==> src/rtl/crc16_check.sv <==
// Serial packet CRC16 checker: skips the 8-bit PID, runs the x^16+x^15+x^2+1 residual check, flags length errors.
// Optional build macro CRC16_CHK_STRIP_EN: on a good packet the trailing 16 CRC bits are zeroed and dropped from pkt_len.
//
// state   | meaning
// --------+---------------------------------------------------------------
// S_IDLE  | waiting for rx_start; stray bits and pkt_end ignored
// S_PID   | storing the first 8 bits (PID), CRC register frozen
// S_CHECK | storing bits and shifting them into the CRC register
// S_DONE  | pkt_valid pulse with final data/status, then back to idle
module crc16_check (
    input  logic          clock,
    input  logic          reset_n,
    input  logic          rx_start,
    input  logic          in_bit,
    input  logic          in_valid,
    input  logic          pkt_end,
    output logic [99:0]   pkt_out,
    output logic [31:0]   pkt_len,
    output logic          pkt_valid,
    output logic          crc_ok,
    output logic          crc_err,
    output logic          len_err,
    output logic          busy
);

    typedef enum logic [1:0] {S_IDLE, S_PID, S_CHECK, S_DONE} state_t;

    localparam logic [15:0] CRC_INIT     = 16'hFFFF;
    localparam logic [15:0] CRC_RESIDUAL = 16'h800D;
    localparam logic [31:0] MAX_BITS     = 32'd100;
    localparam logic [31:0] MIN_BITS     = 32'd24;

    state_t        state_q;
    logic [15:0]   crc_q, crc_d;
    logic [31:0]   cnt_q, cnt_d;
    logic          ovf_q, ovf_d;
    logic [99:0]   pkt_out_q, pkt_out_d;
    logic [31:0]   pkt_len_q;
    logic          pkt_valid_q, crc_ok_q, crc_err_q, len_err_q, busy_q;

    logic          accept;
    logic          fb;
    logic          good_d;
    logic [99:0]   final_out;
    logic [31:0]   final_len;

    always_comb begin
        accept    = in_valid && (state_q == S_PID || state_q == S_CHECK);
        fb        = in_bit ^ crc_q[15];
        cnt_d     = cnt_q;
        ovf_d     = ovf_q;
        crc_d     = crc_q;
        pkt_out_d = pkt_out_q;
        if (accept) begin
            if (cnt_q != 32'hFFFF_FFFF)
                cnt_d = cnt_q + 32'd1;
            if (cnt_q >= MAX_BITS)
                ovf_d = 1'b1;
            else
                pkt_out_d[cnt_q[6:0]] = in_bit;
            if (state_q == S_CHECK)
                crc_d = {crc_q[14] ^ fb, crc_q[13:2], crc_q[1] ^ fb, crc_q[0], fb};
        end
        // status reflects a bit accepted in the same cycle as pkt_end
        good_d    = (cnt_d >= MIN_BITS) && !ovf_d && (crc_d == CRC_RESIDUAL);
        final_out = pkt_out_d;
        final_len = cnt_d;
`ifdef CRC16_CHK_STRIP_EN
        if (good_d) begin
            final_len = cnt_d - 32'd16;
            for (int i = 0; i < 100; i++) begin
                if (32'(i) >= final_len)
                    final_out[i] = 1'b0;
            end
        end
`endif
    end

    always_ff @(posedge clock or negedge reset_n) begin
        if (!reset_n) begin
            state_q     <= S_IDLE;
            crc_q       <= CRC_INIT;
            cnt_q       <= '0;
            ovf_q       <= 1'b0;
            pkt_out_q   <= '0;
            pkt_len_q   <= '0;
            pkt_valid_q <= 1'b0;
            crc_ok_q    <= 1'b0;
            crc_err_q   <= 1'b0;
            len_err_q   <= 1'b0;
            busy_q      <= 1'b0;
        end else begin
            pkt_valid_q <= 1'b0;
            if (rx_start) begin
                state_q   <= S_PID;
                crc_q     <= CRC_INIT;
                cnt_q     <= '0;
                ovf_q     <= 1'b0;
                pkt_out_q <= '0;
                pkt_len_q <= '0;
                crc_ok_q  <= 1'b0;
                crc_err_q <= 1'b0;
                len_err_q <= 1'b0;
                busy_q    <= 1'b1;
            end else begin
                case (state_q)
                    S_PID, S_CHECK: begin
                        cnt_q     <= cnt_d;
                        ovf_q     <= ovf_d;
                        crc_q     <= crc_d;
                        pkt_out_q <= pkt_out_d;
                        if (pkt_end) begin
                            state_q     <= S_DONE;
                            busy_q      <= 1'b0;
                            pkt_valid_q <= 1'b1;
                            pkt_out_q   <= final_out;
                            pkt_len_q   <= final_len;
                            crc_ok_q    <= good_d;
                            crc_err_q   <= !good_d;
                            len_err_q   <= (cnt_d < MIN_BITS) || ovf_d;
                        end else if (state_q == S_PID && accept && cnt_q == 32'd7) begin
                            state_q <= S_CHECK;
                        end
                    end
                    S_DONE:  state_q <= S_IDLE;
                    default: state_q <= S_IDLE;
                endcase
            end
        end
    end

    assign pkt_out   = pkt_out_q;
    assign pkt_len   = pkt_len_q;
    assign pkt_valid = pkt_valid_q;
    assign crc_ok    = crc_ok_q;
    assign crc_err   = crc_err_q;
    assign len_err   = len_err_q;
    assign busy      = busy_q;

endmodule
==> config.mk <==
export PLATFORM = sky130hd
export DESIGN_NAME = crc16_check
export DESIGN_NICKNAME = d
export VERILOG_FILES = /design/src/rtl/crc16_check.sv
export SDC_FILE = /design/constraint.sdc
export NUM_CORES = 1
export LEC_CHECK = 0
export CORE_ASPECT_RATIO = 0.7
export CORE_MARGIN = 2
export CORE_UTILIZATION = 54
export CTS_CLUSTER_DIAMETER = 80
export CTS_CLUSTER_SIZE = 12
export DETAILED_ROUTE_END_ITERATION = 10
export PLACE_DENSITY = 0.8
export RECOVER_POWER = 100
export SLEW_MARGIN = 20
export SYNTH_ARGS = -nofsm -noshare
export SYNTH_HDL_FRONTEND = slang
export SYNTH_SLANG_ARGS = --single-unit
export TNS_END_PERCENT = 5
==> constraint.sdc <==
create_clock -name clock -period 3.5 [get_ports clock]
set_input_delay 0.7 -clock clock [delete_from_list [all_inputs] [get_ports clock]]
set_output_delay 0.7 -clock clock [all_outputs]
set_load 0.05 [all_outputs]
Word-level counts from Yosys, hierarchy flattened. Index checks and enable logic that the tools add are counted.

Input port bits: 6. Bits in registers: 188. Word-level logic and storage cells: 84. Output and inout port bits: 137.

Add/subtract/negate cells: 1. $lt $le $gt $ge: 5. Bitwise gates (word level): 3. Reduce and logical (&&, ||, !) cells: 16. Mux-type cells: 41. Equal/unequal tests: 7.

Operator list (count): 100-bit 2-to-1 mux (4); 32-bit 2-to-1 mux (7); 100-bit bitwise mux (1); 16-bit 2-to-1 mux (4); 32-bit by 1-bit adder with 32-bit output, second input constant (1); 32-bit by 3-bit equality test with 1-bit output, second input constant (1); 32-bit by 5-bit >= comparator with 1-bit output, second input constant (1); 32-bit by 7-bit >= comparator with 1-bit output, second input constant (1); 32-bit by 5-bit less-than comparator with 1-bit output, second input constant (1); 32-bit != test, second input constant (1); 1-bit 2-to-1 mux (20); 16-bit equality test, second input constant (1); 7-bit by 8-bit less-than comparator with 1-bit output, second input constant (1); 2-bit 2-to-1 mux (4); 1-bit demux with 7-bit select (1); 7-bit by 1-bit >= comparator with 1-bit output, second input constant (1); 1-bit logical AND (6); 2-bit nonzero test (3); 4-bit != test, second input constant (1); 3-bit AND reduction (1); 1-bit bitwise XOR (3); 2-bit by 1-bit equality test with 1-bit output, second input constant (1); 2-bit equality test, second input constant (1); 1-bit zero test (2); other kinds (4) (5).

Logic depth before layout (Yosys ltp).
Word-level depth: 11. Depth in mapped cells: 12. Gate-level depth less buffers: 10.

Worst setup path before layout. Ideal clock, no wire load.

Path kind: register to register. Start point: register state_q[0]. End point: register crc_ok_q (netlist: crc_ok). Arrival: 2.514 ns. Path buffers: 0. Setup time: 0.121 ns. Clock period less this slack: 2.634 ns. Cell stages (with the launch flop): 11. Slack: 0.866 ns. Required time: 3.379 ns. Path through: dfrtp_1 inv_1 ha_1 nand2b_4 or4_1 a21oi_2 nand4_1 a32o_1 nor4_2 a31oi_1 a22o_1.

Word-level cells in the longest chain between the ends: 10. Elaborated cells between the ends (all ways): 19. Classes of those cells: order compare: 1; eq/ne: 3; mux: 7; reduce/logical: 8.

RTL lines: from (decl) (line 33) `state_t state_q;`; from (signal assigned) (line 81) `state_q <= S_IDLE;`; from (signal assigned) (line 95) `state_q <= S_PID;`; from (signal assigned) (line 113) `state_q <= S_DONE;`; 2-bit by 1-bit equality test with 1-bit output / 2-bit equality test (equally long branches) (line 48, 106, 61); 1-bit logical OR (line 48) `accept = in_valid && (state_q == S_PID || state_q == S_CHECK);`; 1-bit logical AND (line 48); 32-bit 2-to-1 mux / 1-bit 2-to-1 mux (equally long branches) (line 54) `if (accept) begin`; 32-bit by 5-bit >= comparator with 1-bit output / 1-bit zero test (equally long branches) (line 65) `good_d = (cnt_d >= MIN_BITS) && !ovf_d && (crc_d == CRC_RESIDUAL);`; 1-bit logical AND (2 in series) (line 65); 1-bit 2-to-1 mux (line 112) `if (pkt_end) begin`; 1-bit 2-to-1 mux (line 106) `case (state_q)`; 1-bit 2-to-1 mux (line 94) `if (rx_start) begin`; to (signal assigned) (line 118) `crc_ok_q <= good_d;`; to (decl) (line 39) `logic pkt_valid_q, crc_ok_q, crc_err_q, len_err_q, busy_q;`.

Parallel ways exist; a longest one is shown, timed or not. The select of a mux whose other input is x is not followed. A chain may end at the register's enable or synchronous reset.

Worst setup path after layout.
Start point: input in_valid. End point: register crc_ok_q (netlist: crc_ok).

Word-level cells in the longest chain between the ends: 8. Elaborated cells between the ends (all ways): 12. Classes of those cells: order compare: 1; eq/ne: 1; mux: 6; reduce/logical: 4.

RTL lines: from (decl) (line 15) `input logic in_valid,`; 1-bit logical AND (*) (line 48); 32-bit 2-to-1 mux / 1-bit 2-to-1 mux (equally long branches) (line 54); 32-bit by 5-bit >= comparator with 1-bit output / 1-bit zero test (equally long branches) (line 65); 1-bit logical AND (line 65); 1-bit logical AND (*) (line 65); 1-bit 2-to-1 mux (*) (line 112); 1-bit 2-to-1 mux (*) (line 106); 1-bit 2-to-1 mux (*) (line 94).

Mark *: on every way between the ends. The rest lies on a longest branch, timed or not. The select of a mux whose other input is x is not followed.

==> flow_summary.yaml <==
status:
  status: "finished, violations left"
  violations: "max-capacitance violations, max-slew violations"
floorplan:
  initial_core_util_pct: 55.92
  die_y_um: 113.5
  num_rows: 39
  die_w_um: 160.4
  die_area_um2: 18210
  design.core.area_um2: 16540
  boundaryPins: 143
global_routing:
  antenna_found_initial: 0
  grt_overflow: 0
  grt_pass1_vias: 7427
  use_met1_pct: 45.47
  grt_usage_pct: 27.77
  busiest_layer: "met1"
  use_met3_pct: 5.600
  met2_usage_pct: 37.99
  grt_pass1_wl_mm: 40.21
  grt_max_degree: 72
clocking:
  cts_hold_buf: 0
  clk_path_buf_depth: 2
  cts.sinks: 188
  cts_root_buf: "clkbuf_16"
  postCtsSetupBuffers: 0
  clock_latency_ns: 0.43
  cts.clk_slew.worst_paths_ns: 0.07
  cts_tree: "done"
  h-tree-depth: 4
  ctsResizeCount: 0
  numCtsBuffers: 17
timing:
  slew_viol_final: 55
  fin_hold_ws_ns: 0.4718
  rsz0062_at_grt: "false"
  fin_tns_setup_ns: 0
  finalHoldViolCount: 0
  setup_viol: 0
  clock.fmax_mhz: 313.2
  finClkSkew_ns: 0.01138
  worst_pin_slew_ns: 2.536
  period_needed_ns: 3.193
  relSlewSlack_pct: -69.06
  finalCritPeriodShare_pct: 91.22
setup_path:
  critPathSlowestCell: "dlygate4sd3_1"
  required_ns: 3.81
  cp.arrival_ns: 3.51
  slowest_delay_ns: 0.66
  worstSetupPathType: "input port to flop"
  crit_family: "simple AND/OR/NAND/NOR gates"
  path_buf_inv: 1
  worstPathCellList: "dlygate4sd3_1 -> and2b_1 -> nand3_1 -> a211oi_2 -> nand4_1 -> a32o_1 -> nor4_1 -> a31oi_1 -> a22o_1"
  cp_max_fo: 9
  critPathLaunchType: "input port"
  worstSetupEndpointType: "flop"
routing:
  wl_mm: 24.60
  antenna_left: 0
  wl_per_cell_um: 17.66
  drc_errors: 0
  vias: 8110
  drt_first_iter_violations: 803
  first_pass_iters: 5
  vias_per_cell: 5.822
logic_synthesis:
  yosys_warnings: 0
  ys.flop_type: "dfrtp_1"
  synthesis.area_um2: 9250
  synth_cell_type_count: 64
  netlist_instances: 1027
  synth_seq_cells: 188
  syn_nets: 1037
  synth.avg_cell_area_um2: 9.007
  synth-edff-count: 0
  async_flop_share_pct: 100.0
  synth-seq-area-share_pct: 51.08
placement:
  io_buffers: 142
  routabilityCongestion: 0.9343
  dpl_cell_area_um2: 10890
  hpwl_mm: 16.95
layout:
  antenna_cells: 0
  drive_above_1_share_pct: 8.562
  fin_nets: 1166
  area_growth_pct: 22.35
  final_util_pct: 68.41
  fin_area_um2: 11320
power_and_ir_drop:
  power_frac_seq_pct: 50.5
  p_switching_mw: 1.143
  p_sw_share_pct: 26.14
  power_density_nw_per_um2: 386.2
  leakage_nw: 4.967
  vdd_drop_max_mv: 0.5245
  internal_power_mw: 3.229
  comb_power_share_pct: 8.3
  clkPwrFrac_pct: 41.2
run:
  maxCapViolCount: 1
hold_path:
  hold_path_class: "flop to flop"
## worst min-delay path, delay by kind of cell (launching register included)
family | cells | cell delay [ns]
AND/OR/NAND/NOR | 1 | 0.04
AO/OA/AOI/OAI | 1 | 0.06
flip-flops | 1 | 0.34
## layer usage
layer  wire, um  part of all wire, %  vias to the layer above
met4        291                  1.2                        0
met3       1825                  7.4                       29
met2      10260                   42                      326
li1           -                    -                     3806
met5          0                    0                        -
met1      12220                   50                     3949
## flip-flops by register name, summed over array words and instances, names as in the netlist
signal and count:
busy 1, cnt_q 32, crc_err 1, crc_ok 1, crc_q 16, len_err 1, ovf_q 1, pkt_len 32
pkt_out 100, pkt_valid 1, state_q 2
## cells by family after synthesis
family | after synthesis | share of synthesized area [%]
muxes | 30 | 3.246
DFF | 188 | 51.08
xor gates and xnor gates | 32 | 3.030
and+or+nand+nor | 512 | 26.32
adders and majority gates | 4 | 0.5411
buffers and inverters | 79 | 4.369
AOI/OAI and AO/OA | 182 | 11.42
## placed cells by master, fill, tap and decap left out, drive strengths merged, types with 3 or more instances in the layout
cell type    Yosys  layout
ha               4       4
nor3            18      18
or4              3       3
dfrtp          172     172
and3             4       4
or2              3       3
a21oi           83      83
buf             26      26
xnor2           20      20
o22a            13      13
clkinv           0       6
inv              8      11
nor3b            5       5
nor4            11      11
or3              8       8
nand2          193     193
dlygate4sd3      0     138
o21ai           63      63
a211oi           4       4
xor2            12      12
nand3           76      76
and2            11      11
and4            14      14
nor2           126     126
dfstp           16      16
nand2b           7       7
nand4           22      22
clkbuf          45      35
mux2i           30      30
## power by group through the flow
stage | Sequential (mW) | Combinational, mW | Clock [mW]
3_3_place_gp | 2.25 | 0.384 | 0
3_5_place_dp | 2.25 | 0.388 | 0
6_report | 2.21 | 0.363 | 1.80
2_1_floorplan | 2.29 | 0.189 | 0
5_1_grt | 2.21 | 0.399 | 1.93
4_1_cts | 2.21 | 0.389 | 1.82
## area by class of cell
type                       count  area, um^2
multi-input combinational    760        4066
fill                        1322        5225
sequential                   188        4725
clock buffer                  20       456.7
tap                          225       281.5
inverter                       8       30.03
clock inverter                11       86.33
timing repair buffer         181        1672
## cell usage after synthesis (all sizes together), types with 2 or more instances
| library cell | n | area share [%] |
|---|---|---|
| nand2 | 193 | 7.9 |
| dfrtp | 172 | 47 |
| nor2 | 126 | 5.1 |
| a21oi | 83 | 4.6 |
| nand3 | 76 | 4.1 |
| o21ai | 63 | 3.4 |
| clkbuf | 45 | 1.8 |
| mux2i | 30 | 3.2 |
| buf | 26 | 2.2 |
| nand4 | 22 | 1.5 |
| xnor2 | 20 | 1.9 |
| nor3 | 18 | 1.2 |
| dfstp | 16 | 4.5 |
| and4 | 14 | 1.4 |
| o22a | 13 | 1.2 |
| xor2 | 12 | 1.1 |
| and2 | 11 | 0.74 |
| nor4 | 11 | 0.95 |
| inv | 8 | 0.32 |
| or3 | 8 | 0.54 |
| nand2b | 7 | 0.55 |
| nor3b | 5 | 0.51 |
| a211oi | 4 | 0.38 |
| and3 | 4 | 0.28 |
| ha | 4 | 0.54 |
| or2 | 3 | 0.20 |
| or4 | 3 | 0.24 |
| a2111oi | 2 | 0.32 |
| a311oi | 2 | 0.19 |
| a31oi | 2 | 0.14 |
| nand4b | 2 | 0.19 |
| nor2b | 2 | 0.14 |
| nor4b | 2 | 0.26 |
| o211ai | 2 | 0.16 |
| or3b | 2 | 0.19 |
## worst paths after layout
kind	startpoint	end	slack (ns)	cells after the start
max in group asynchronous	reset_n	pkt_out[2]$_DFFE_PN0P_	0.74	2
setup / recovery	in_valid	crc_ok$_DFFE_PN0P_	0.31	9
min in group asynchronous	reset_n	pkt_len[20]$_DFFE_PN0P_	1.21	1
hold / removal	pkt_len[15]$_DFFE_PN0P_	pkt_len[15]$_DFFE_PN0P_	0.47	2
hold reg to reg	pkt_len[15]$_DFFE_PN0P_	pkt_len[15]$_DFFE_PN0P_	0.47	2
setup reg to reg	cnt_q[2]$_DFFE_PN0N_	crc_ok$_DFFE_PN0P_	0.31	8
## per-stage QoR
stage / cells / power [mW] / worst slack [ns]
floorplan: 1027 / 2.484 / 0.8655
global placement: 1362 / 2.633 / 0.2001
detailed placement: 1362 / 2.637 / 0.1565
CTS: 1393 / 4.416 / 0.4335
global route: 1393 / 4.536 / 0.1147
finish: 1393 / 4.371 / 0.3072
Power figures use the tool's default switching activity.
